[src/rtl/fetch_queue.sv]
// fetch_queue: instruction fetch front end for the 5-stage RISC-V core.
// Owns the fetch PC, requests words from instruction memory over a req/ack
// handshake, buffers returned {inst, pc} pairs in a DEPTH-entry FIFO, and
// presents the FIFO head to decode with a valid/ready handshake. A redirect
// from execute flushes the queue and restarts fetch at the target.
//
// Ports:
//   clk, rst              clock; synchronous active-high reset
//   imem_req, imem_addr   fetch request and word-aligned byte address
//   imem_ack, imem_inst   memory response for the current request
//   redirect, redirect_pc execute-stage redirect and its target
//   valid_D, ready_D      decode handshake for the FIFO head
//   inst_D, pc_D,
//   pc_plus4_D            FIFO head payload (NOP/0/0 when empty)
module fetch_queue #(
  parameter int unsigned DEPTH    = 4,
  parameter logic [31:0] RESET_PC = 32'h0000_0000
) (
  input  logic        clk,
  input  logic        rst,
  output logic        imem_req,
  output logic [31:0] imem_addr,
  input  logic        imem_ack,
  input  logic [31:0] imem_inst,
  input  logic        redirect,
  input  logic [31:0] redirect_pc,
  output logic        valid_D,
  input  logic        ready_D,
  output logic [31:0] inst_D,
  output logic [31:0] pc_D,
  output logic [31:0] pc_plus4_D
);

  localparam int unsigned PTR_W = (DEPTH > 1) ? $clog2(DEPTH) : 1;
  localparam int unsigned CNT_W = PTR_W + 1;
  localparam logic [31:0] NOP   = 32'h0000_0013;

  typedef struct packed {
    logic [31:0] inst;
    logic [31:0] pc;
  } entry_t;

  entry_t             mem [DEPTH];
  logic [31:0]        fpc;
  logic [PTR_W-1:0]   rptr;
  logic [PTR_W-1:0]   wptr;
  logic [CNT_W-1:0]   count;

  logic               push;
  logic               pop;
  entry_t             head;

  // Request and handshake qualifiers; a redirect cycle never pushes or pops.
  always_comb begin
    imem_req  = !rst && (count < CNT_W'(DEPTH)) && !redirect;
    imem_addr = fpc;
    valid_D   = (count != '0);
    push      = imem_req && imem_ack;
    pop       = valid_D && ready_D && !redirect;
  end

  // Head presentation: NOP/zero pattern while the queue is empty.
  always_comb begin
    head       = mem[rptr];
    inst_D     = NOP;
    pc_D       = 32'h0;
    pc_plus4_D = 32'h0;
    if (valid_D) begin
      inst_D     = head.inst;
      pc_D       = head.pc;
      pc_plus4_D = head.pc + 32'd4;
    end
  end

  // Fetch PC, pointers and occupancy.
  always_ff @(posedge clk) begin
    if (rst) begin
      fpc   <= RESET_PC;
      rptr  <= '0;
      wptr  <= '0;
      count <= '0;
    end else if (redirect) begin
      fpc   <= {redirect_pc[31:2], 2'b00};
      rptr  <= '0;
      wptr  <= '0;
      count <= '0;
    end else begin
      if (push) begin
        fpc  <= fpc + 32'd4;
        wptr <= wptr + PTR_W'(1);
      end
      if (pop) begin
        rptr <= rptr + PTR_W'(1);
      end
      case ({push, pop})
        2'b10:   count <= count + CNT_W'(1);
        2'b01:   count <= count - CNT_W'(1);
        default: count <= count;
      endcase
    end
  end

  // FIFO storage; cleared on reset so the head never exposes stale data.
  always_ff @(posedge clk) begin
    if (rst) begin
      for (int unsigned i = 0; i < DEPTH; i++) begin
        mem[i] <= '0;
      end
    end else if (push) begin
      mem[wptr] <= '{inst: imem_inst, pc: fpc};
    end
  end

endmodule

[config.mk]
export PLATFORM = sky130hd
export DESIGN_NAME = fetch_queue
export DESIGN_NICKNAME = d
export VERILOG_FILES = /design/src/rtl/fetch_queue.sv
export SDC_FILE = /design/constraint.sdc
export NUM_CORES = 1
export LEC_CHECK = 0
export ABC_AREA = 1
export BUFFER_PORTS_ARGS = -buffer_cell sky130_fd_sc_hd__buf_2
export CAP_MARGIN = 20
export CORE_MARGIN = 3
export CORE_UTILIZATION = 58
export DETAILED_ROUTE_END_ITERATION = 8
export GPL_ROUTABILITY_DRIVEN = 0
export GPL_TIMING_DRIVEN = 1
export PLACE_DENSITY = 0.88
export SYNTH_ARGS = -nofsm -noshare
export SYNTH_HDL_FRONTEND = slang
export SYNTH_SLANG_ARGS = --single-unit
[constraint.sdc]
create_clock -name clk -period 6.88 [get_ports clk]
set_input_delay 0.344 -clock clk [delete_from_list [all_inputs] [get_ports clk]]
set_output_delay 0.344 -clock clk [all_outputs]
set_load 0.02 [all_outputs]
Word level (Yosys, flattened, before mapping)
Memory sizes are Yosys's and may differ from the RTL's. A register that Yosys moved wholly into a read port is not among the register bits.
Index checks and enable logic that the tools add are counted.

operators by class
  magnitude comparators = 1
  multiplexer cells = 16
  reduce and logical (&&, ||, !) cells = 12
  equality and inequality tests = 2
  add/sub/neg operators = 6

operators by type and width
  operator               count
  $mux 32                5
  $add 32x3->32 const B  2
  $mux 64                1
  $reduce_or 64->1       1
  $mux 1                 6
  $mux 2                 3
  $pmux 3 s2             1
  $logic_and 1x1->1      5
  $add 2x1->2 const B    2
  $reduce_bool 2->1      2
  $add 3x1->3 const B    1
  $lt 3x3->1 const B     1
  $reduce_bool 3->1      1
  $sub 3x1->3 const B    1
  $eq 2x1->1 const B     1
  $eq 2x2->1 const B     1
  $logic_not 1->1        2
  $reduce_or 2->1        1

word-level totals
  word-level logic and storage cells = 43
  output and inout port bits = 130
  memories = 1
  bits in writable memories = 256
  register bits = 39

memory list
  memory  words  bits a word  rd ports  clocked after memory_dff  write ports  RTL line  RTL
  mem     4      64           1         1                         4            43        entry_t mem [DEPTH];

Depth between registers and ports, before layout
  depth in word-level cells = 9
  depth in mapped cells = 16
  gate-level depth less buffers = 14

Worst setup path before layout
OpenSTA, ideal clock, no wires.

  kind = input port to flip-flop
  start point = input port redirect
  end point = memory mem[3][10] (netlist name) (enable)
  path buffers = 2
  stages = 9
  required time = 6.312 ns
  path slack = 0.631 ns
  data arrival time = 5.681 ns
  cell sequence = buf_2 -> clkinv_2 -> nand2_4 -> nor2_2 -> nand2_1 -> buf_4 -> nor2_2 -> inv_1 -> o21ai_0

RTL lines
  element      RTL line  RTL
  from (decl)  25        input logic redirect,
  to (decl)    43

==> key figures <==
CTS
  – CTS max path bufs: 3
  – CTS buffer count: 27
  – TritonCTS clock tree: done
  – Post-CTS setup buffer count: 0
  – PostCTS Resize Cnt: 0
  – CTS Root Buffer Type: clkbuf_16
  – Worst-skew pair later-pin latency: 0.55 ns
  – Post-CTS Hold Buffers: 0
  – H-tree depth: 1
  – Clk slew on worst S/H paths: 0.07 ns
  – CTS Sinks: 287

Synth
  – Mapped Area: 0.0150 mm^2
  – EDFF count, synth: 248
  – Top cells by area, synth: edfxtp_1 (50%), nor2_1 (13%), nand2_1 (11%)
  – Synth Flop Type: edfxtp_1
  – Mean post-synth cell area: 8.15 um^2
  – Cells after Synth: 1836
  – FFs w/ async S/R, synth: 0%
  – Top cell type by total area after synthesis: edfxtp_1
  – Post-synthesis sequential area ratio: 55.0%
  – Count of yosys warnings during synthesis: 0
  – Area share of the largest cell type after synthesis: 49.8%
  – #FFs+latches synth: 287
  – Netlist cell types: 42

Final layout
  – Layout Area Growth over Synthesis: 11.8%
  – Fin nets: 2044
  – Number of fill cells: 1924
  – Fin util: 66.3%
  – Design area: 0.0167 mm^2
  – ANT cells: 0
  – Share of cells above drive strength 1: 14.7%
  – Fin cells: 2322

Power and ir drop
  – Switching part of the total power: 24.8%
  – Combinational Power Share: 9.0%
  – Power Dens Cells: 223 mW/mm^2
  – Share of power burned in the clock network: 37.4%
  – Leak: 7.13 nW
  – Final total power: 3.74 mW
  – Sw power: 0.925 mW
  – Seq pwr share: 53.5%
  – P_int: 2.81 mW
  – Maximum VDD drop: 171 uV

GRT
  – Vias in the first global route: 12819
  – GRT Total Usage: 28.9%
  – GRT overflow: 0
  – Initial antenna violation count: 0
  – Pin count of the biggest net entering global routing: 133
  – First-pass GRT wire length: 65400 um

Routing
  – 1st-iter DRT viols: 1872
  – DR WL/cell: 18.0 um
  – DRT Wirelength: 41900 um
  – Initial DRT Pass Iterations: 6
  – Final ANT Viol Nets: 0
  – DR DRC count: 0
  – Vias: 13555
  – Via density: 5.84

Placed design
  – Post-DP HPWL: 26100 um
  – Placed Cells: 2272
  – Placed cell area: 0.0159 mm^2
  – I/O Buffers: 190

Timing
  – Rel. slew slack: 24.0%
  – Slew @ Worst Pin: 1.14 ns
  – Fmax: 0.219 GHz
  – Slew Limit Fails: 0
  – Fin Clk Skew: 0.0247 ns
  – Final number of setup-violating endpoints: 0
  – Min Clock Period, post-route: 4.57 ns
  – Unrepaired setup endpoints after global routing: false
  – Hold Violations, Final: 0
  – Final period util: 66.5%
  – TNS Setup: 0 ns

Floorplanning
  – # rows: 58
  – Die area: 0.0278 mm^2
  – Die Wd: 167 um
  – Die Span Y: 167 um
  – Core Area: 0.0253 mm^2
  – Initial core utilization: 59.2%
  – I/O pins: 199

Setup path
  – Arrival @ worst endpoint: 4.23 ns
  – CP required: 6.54 ns
  – CP Max Fanout: 53
  – Worst setup EP type: primary output
  – WS Path Type: reg -> out
  – Slowest cell delay on critical path: 0.71 ns
  – Critical path startpoint category: register
  – Critical Path, Cell by Cell: inv_2, buf_4, o211ai_1, nand2_1, ha_1, nand3_2, nor2_2, nand2_2, nor2_2, o21ai_0, a21oi_1, buf_2
  – Worst path slowest cell: inv_2
  – Crit-path most repeated cell: nor2_2
  – Worst reg2reg path depth: 7

Job
  – Max Cap Violations: 0

Hold path
  – WHS Path Cells: 3
  – Hold Path Class: in -> reg

Outcome
  – Status: finished, final reports clean
-- flip-flops by register name, summed over array words and instances, names as in the netlist, named ones only --
| signal | count |
|---|---|
| count | 3 |
| imem_addr | 30 |
| mem | 248 |
| rptr | 2 |
| wptr | 2 |
-- layer usage --
layer / vias to the layer above / routed length [um] / GRT usage [%]
met4: 0 / 1180 / 10.4
li1: 6235 / - / -
met1: 6195 / 16000 / 40.8
met2: 1003 / 19200 / 45.7
met3: 122 / 5510 / 4.89
met5: - / 0 / 0
-- cells in the mapped netlist, drive strengths merged (2+ instances only) --
master and count:
nor2 526, nand2 447, edfxtp 248, inv 127, nand3 105, o21ai 89
buf 76, a21oi 60, dfxtp 39, clkbuf 26, nor3 23, a22oi 20
nand4 8, a31oi 7, o211ai 7, xor2 7, ha 3, nor3b 3
o311ai 3, a211oi 2, clkinv 2
-- logic make-up after synthesis --
kind of cell	Yosys count	share of synthesized area, %
simple gates	1113	30.0
flops	287	55.0
fa+ha+maj	4	0.385
buf+inv	231	7.07
xor+xnor	7	0.410
other cells	1	0.0251
compound gates	193	7.17
-- stage by stage --
| step | hold slack (ns) | worst slack, ns |
|---|---|---|
| after floorplan | 0.450 | 0.631 |
| after global placement | 0.470 | 2.43 |
| after detailed placement | 0.476 | 2.37 |
| after CTS | 0.0579 | 2.38 |
| after global routing | 0.0618 | 2.02 |
| final | 0.0655 | 2.31 |
-- area by class of cell --
type,count,area [um^2],share of cell area [%]
sequential,287,8230,49.2
multi-input combinational,1323,5730,34.2
tap,330,413,2.47
inverter,129,490,2.93
clock inverter,10,63.8,0.381
clock buffer,40,754,4.51
timing repair buffer,203,1050,6.27
-- path summary, 6_finish.rpt --
path	startpoint	end	slack, ns
setup / recovery	register	pc_plus4_D[12]	2.31
hold / removal	redirect_pc[14]	imem_addr[14]	0.07
setup reg to reg	count[2]	mem[1][59]	3.22
hold reg to reg	count[0]	count[0]	0.48
-- cells in the final DEF, fill, tap and decap left out, drive strengths merged, types with 2 or more instances in the layout --
| cell type | instances |
|---|---|
| a211oi | 2 |
| a21oi | 60 |
| a22oi | 20 |
| a31oi | 7 |
| buf | 203 |
| clkbuf | 40 |
| clkinv | 8 |
| clkinvlp | 3 |
| conb | 6 |
| dfxtp | 39 |
| edfxtp | 248 |
| ha | 3 |
| inv | 128 |
| nand2 | 447 |
| nand3 | 105 |
| nand4 | 8 |
| nor2 | 526 |
| nor3 | 23 |
| nor3b | 3 |
| o211ai | 7 |
| o21ai | 89 |
| o311ai | 3 |
| xor2 | 7 |
-- power groups by stage --
stage                     combinational [mW]  sequential [mW]  clock (mW)
after floorplan                        0.204             2.04           0
after global placement                 0.318             2.03           0
after detailed placement               0.327             2.04           0
after CTS                              0.331             2.00        1.39
after global routing                   0.367             2.01        1.46
final                                  0.338             2.00        1.40
-- worst max-delay path: cells and delay by family (launching register included) --
family	cells	cell delay, ns
buffers and inverters	3	1.52
AND/OR/NAND/NOR	5	0.85
flip-flops	1	0.55
AO/OA/AOI/OAI	3	0.50
adder cells (fa/ha/maj)	1	0.22
Power figures use the tool's default switching activity.
